### src/rtl/reg_scoreboard.sv
// reg_scoreboard: per-register pending-write counters for the Y86 pipeline.
// Decode is stalled while a source register has an outstanding write or while
// a destination counter has no room for the new pending write(s). Writeback
// releases entries, flush clears the board and err latches a release underflow.
module reg_scoreboard #(
    parameter int CNT_W = 2,
    parameter int NREG  = 15
) (
    input  logic            clk,
    input  logic            rst,
    input  logic            issue_valid,
    input  logic [3:0]      issue_srcA,
    input  logic [3:0]      issue_srcB,
    input  logic [3:0]      issue_dstE,
    input  logic [3:0]      issue_dstM,
    output logic            issue_ready,
    input  logic            wbE_valid,
    input  logic [3:0]      wbE_reg,
    input  logic            wbM_valid,
    input  logic [3:0]      wbM_reg,
    input  logic            flush,
    output logic [NREG-1:0] busy,
    output logic            drained,
    output logic            err
);

    localparam logic [3:0] NONREG = 4'hF;
    localparam int         MAXV   = (1 << CNT_W) - 1;
    localparam logic signed [CNT_W+1:0] ONE = 1;

    logic [CNT_W-1:0] cnt     [NREG];
    logic [CNT_W-1:0] cnt_nxt [NREG];
    logic [NREG-1:0]  busy_nxt;
    logic [NREG-1:0]  uflow;
    logic             accept;
    logic signed [CNT_W+1:0] sum;

    // Clamp a signed net count at zero; the caller flags the underflow.
    function automatic logic [CNT_W-1:0] sat_cnt(input logic signed [CNT_W+1:0] v);
        if (v < 0) begin
            return '0;
        end
        return v[CNT_W-1:0];
    endfunction

    // Stall decision from registered counters and the current decode selections only.
    always_comb begin
        issue_ready = 1'b1;
        for (int r = 0; r < NREG; r++) begin
            if ((issue_srcA != NONREG) && (issue_srcA == 4'(r)) && (cnt[r] != '0)) begin
                issue_ready = 1'b0;
            end
            if ((issue_srcB != NONREG) && (issue_srcB == 4'(r)) && (cnt[r] != '0)) begin
                issue_ready = 1'b0;
            end
            if ((issue_dstE == 4'(r)) && (issue_dstM == 4'(r))) begin
                // Both ports target r: the instruction needs room for two pending writes.
                if (int'(cnt[r]) > MAXV - 2) begin
                    issue_ready = 1'b0;
                end
            end else if ((issue_dstE == 4'(r)) || (issue_dstM == 4'(r))) begin
                if (int'(cnt[r]) == MAXV) begin
                    issue_ready = 1'b0;
                end
            end
        end
    end

    assign accept = issue_valid & issue_ready;

    // Net per-register update: accepted increments minus writeback releases, clamped at zero.
    always_comb begin
        sum      = '0;
        busy_nxt = '0;
        uflow    = '0;
        for (int r = 0; r < NREG; r++) begin
            sum = $signed({2'b00, cnt[r]});
            if (accept && (issue_dstE == 4'(r))) begin
                sum = sum + ONE;
            end
            if (accept && (issue_dstM == 4'(r))) begin
                sum = sum + ONE;
            end
            if (wbE_valid && (wbE_reg == 4'(r))) begin
                sum = sum - ONE;
            end
            if (wbM_valid && (wbM_reg == 4'(r))) begin
                sum = sum - ONE;
            end
            uflow[r]    = (sum < 0);
            cnt_nxt[r]  = sat_cnt(sum);
            busy_nxt[r] = (cnt_nxt[r] != '0);
        end
    end

    // Counter state and registered status; rst beats flush, flush beats accept/release.
    always_ff @(posedge clk) begin
        if (rst) begin
            for (int r = 0; r < NREG; r++) begin
                cnt[r] <= '0;
            end
            busy    <= '0;
            drained <= 1'b1;
            err     <= 1'b0;
        end else if (flush) begin
            for (int r = 0; r < NREG; r++) begin
                cnt[r] <= '0;
            end
            busy    <= '0;
            drained <= 1'b1;
        end else begin
            for (int r = 0; r < NREG; r++) begin
                cnt[r] <= cnt_nxt[r];
            end
            busy    <= busy_nxt;
            drained <= ~|busy_nxt;
            if (|uflow) begin
                err <= 1'b1;
            end
        end
    end

endmodule

### config.mk
export PLATFORM = sky130hd
export DESIGN_NAME = reg_scoreboard
export DESIGN_NICKNAME = d
export VERILOG_FILES = /design/src/rtl/reg_scoreboard.sv
export SDC_FILE = /design/constraint.sdc
export NUM_CORES = 1
export LEC_CHECK = 0
export CORE_UTILIZATION = 40
export CTS_CLUSTER_DIAMETER = 50
export CTS_CLUSTER_SIZE = 12
export DETAILED_ROUTE_END_ITERATION = 10
export PLACE_DENSITY_LB_ADDON = 0.2
export SETUP_SLACK_MARGIN = 0.02
export SLEW_MARGIN = 20
export SYNTH_ARGS = -nofsm -noshare
export SYNTH_HDL_FRONTEND = slang
export SYNTH_SLANG_ARGS = --single-unit
### constraint.sdc
create_clock -name clk -period 10.3 [get_ports clk]
set_input_delay 2.575 -clock clk [delete_from_list [all_inputs] [get_ports clk]]
set_output_delay 2.575 -clock clk [all_outputs]
set_load 0.005 [all_outputs]
==> results.yml <==
route:
  drc: 0
  antenna_left: 0
  drt_iter0_drc: 865
  wirelength_um: 29000
  drtPass1Iterations: 6
  routed_via_density: 5.98
  wl_per_cell_um: 20.3
  vias: 8536
clock_network:
  root_buffer: "clkbuf_16"
  clkTransAtPathRegs_ns: 0.08
  h-tree-depth: 2
  postCtsHoldBufs: 0
  clock_latency_ns: 0.32
  cts_sinks: 47
  clock_path_buffers: 2
  cts_made_buffers: 5
  cts_tree: "yes"
  cts_resized: 0
  post-cts-setup-buffer-count: 0
worst_setup_path:
  start_kind: "input pin"
  end_kind: "register"
  cp_top_family: "compound AO/OA/AOI/OAI gates"
  cp_max_fo: 40
  required_ns: 10.52
  regToRegSetupSlack_ns: 4.11
  regToRegEndpoint: "drained"
  rr_worst_depth: 24
  cpPeakStageDelay_ns: 0.89
  r2r_start: "cnt[1][10]"
  critPathBufInv: 2
  crit_path_start: "issue_dstM[1]"
  worstPathCellList: "clkdlybuf4s50_1, or4b_2, xnor2_1, a22oi_2, nand2_2, or4_4, nor3_4, buf_4, nand2_1, mux2_2, ha_1, o22a_1, o21ai_0, ha_1, nand2_1, a311oi_1, a41oi_1, o2bb2a_1, xnor2_1, a2bb2oi_1, o2111a_1, nand4_1, o41ai_2"
  arrival_ns: 9.51
  slowest_stage: "or4b_2"
  crit_type: "input pin to register"
synth:
  yosys-top-cells-area: "ha_1 11%, edfxtp_1 9.9%, xnor2_1 9.2%, nand2_1 6.7%, dfxtp_1 4.5%"
  synth-edff-count: 28
  yosysWarnings: 0
  syn_area_um2: 8530
  syn-mean-instance-area_um2: 7.71
  yosysMostFrequentCell: "nand2_1"
  synth-async-reset-ratio: 0
  postSynthCellCount: 1106
  yosys.area.top_type: "ha_1"
  synth_common_cells: "153 x nand2_1, 100 x nor2_1, 90 x xnor2_1"
  synth.distinct_cells: 91
  dominantRegCellSynth: "edfxtp_1"
  ys_seq_area_frac: 0.143
  synth_seq_cells: 47
  synth_top_area_share: 0.110
sta:
  tns_ns: 0
  whs_ns: 0.557
  period_share: 0.901
  relSlewSlack: 0.397
  period_needed_ns: 9.29
  finalSetupViolCount: 0
  grt_setup_unrepaired: "no"
  fmax_mhz: 108
  finalHoldViolations: 0
  worstMarginPinSlew_ns: 0.902
  fin_skew_ns: 0.0188
  maxSlewViolCount: 0
die:
  die_w_um: 148
  start_util: 0.407
  die_h_um: 148
  ios: 48
  core_region_area_um2: 21000
  rows: 53
  die-area_um2: 21900
run:
  maxCapViolCount: 0
cells_and_area:
  final_layout_size_suffix_gt1_frac: 0.0886
  fin_area_um2: 9460
  fill_cells: 2157
  fin_nets: 1255
  areaGrowthSynthToFinish_pct: 10.8
global_route:
  grt_start_max_net_pins: 41
  antenna_found_initial: 3
  gr-total-overflow: 0
  grt_usage: 0.269
  grt_pass1_vias: 7867
  grt_pass1_wl_um: 45100
min_path:
  hold_path_class: "register to register"
  worst_hold_startpoint: "err"
  hold_depth: 2
  worstHoldEndpoint: "err"
power:
  p_per_area_nw_per_um2: 75.9
  ir_worst_vdd_mv: 0.0556
  power.leakage_nw: 3.46
place:
  dpl_cell_area_um2: 9290
  port-buffer-count: 47
  place.gp.congestion: 0.969
  hpwl_um: 22800
outcome:
  status: "finished, final reports clean"
[cell families after synthesis]
kind of cell	after synthesis	synth area share
mux	30	0.0380
xor+xnor	127	0.138
buf+inv	97	0.0534
other cells	1	0.000440
fa+ha+maj	75	0.110
flops	47	0.143
compound gates	176	0.141
simple gates	553	0.376
[power by group]
group / internal, W / leakage (nW) / total [W] / switching [W]
Combinational: 0.000116 / 2.93 / 0.000302 / 0.000185
Clock: 0.000105 / 0.0820 / 0.000192 / 0.0000864
Sequential: 0.000211 / 0.444 / 0.000224 / 0.0000129
Total: 0.000433 / 3.46 / 0.000718 / 0.000285
[layout make-up]
| cell class | instances | area [µm²] | area share |
|---|---|---|---|
| inverters | 43 | 161 | 0.0171 |
| well taps | 275 | 344 | 0.0364 |
| flip-flops and latches | 47 | 1220 | 0.129 |
| multi-input cells | 989 | 6960 | 0.736 |
| clock inverters | 2 | 13.8 | 0.00146 |
| clock buffers | 6 | 150 | 0.0159 |
| diodes | 2 | 5.00 | 0.000529 |
| repair buffers | 64 | 598 | 0.0633 |
[through the flow]
stage | utilization | setup slack, ns | total power, W | std cells
2_1_floorplan | - | 2.04 | 0.000427 | 1133
3_3_place_gp | 0.443 | 1.02 | 0.000521 | 1418
3_5_place_dp | 0.443 | 0.796 | 0.000522 | 1418
4_1_cts | 0.451 | 1.13 | 0.000718 | 1426
5_1_grt | 0.451 | 0.468 | 0.000757 | 1426
6_report | 0.451 | 1.01 | 0.000718 | 1428
[worst max-delay path by stage]
stage                     slack [ns]  cells past startpoint  endpoint
after global routing            0.47                     27   drained
after detailed placement        0.80                     23   drained
after floorplan                 2.04                     25   drained
final                           1.01                     23   drained
after global placement          1.02                     27   drained
after CTS                       1.13                     23   drained
[worst register-to-register path, cell delays in order, from the launching register on]
cell	delay, ns
edfxtp_1	0.52
inv_1	0.18
ha_1	0.22
a21oi_1	0.06
nor4_1	0.43
and4bb_2	0.34
nand4_1	0.10
buf_4	0.23
nor3_4	0.17
buf_4	0.48
nand2_1	0.18
mux2_2	0.30
ha_1	0.27
o22a_1	0.22
o21ai_0	0.38
ha_1	0.24
nand2_1	0.09
a311oi_1	0.26
a41oi_1	0.06
o2bb2a_1	0.33
xnor2_1	0.19
a2bb2oi_1	0.18
o2111a_1	0.25
nand4_1	0.12
o41ai_2	0.32
[cells in the final DEF (no fill, tap or decap), types with 13 or more instances in the layout]
cell type        count
nand2_1            153
nor2_1             100
xnor2_1             90
ha_1                75
clkdlybuf4s50_1     47
a21oi_1             46
inv_1               41
nand3_1             36
xor2_1              32
o21ai_0             32
nand4_1             31
edfxtp_1            28
conb_1              28
nor3_1              26
nand4b_1            20
mux2_2              19
dfxtp_1             19
nor4_1              17
buf_4               17
or2_2               15
nor4b_1             14
nor4bb_1            13
[state kept, by name, indices dropped and copies added, names as in the netlist]
name	cells
drained	1
busy	15
err	1
cnt	30
[layer usage]
metal  vias up  track usage  wire length (µm)
met5         -            0                 0
met2       327        0.416             12700
li1       4139            -                 -
met3        56       0.0512              2130
met1      4014        0.368             13200
met4         0        0.104              1020
No activity file was read; power rests on OpenSTA's default activity.
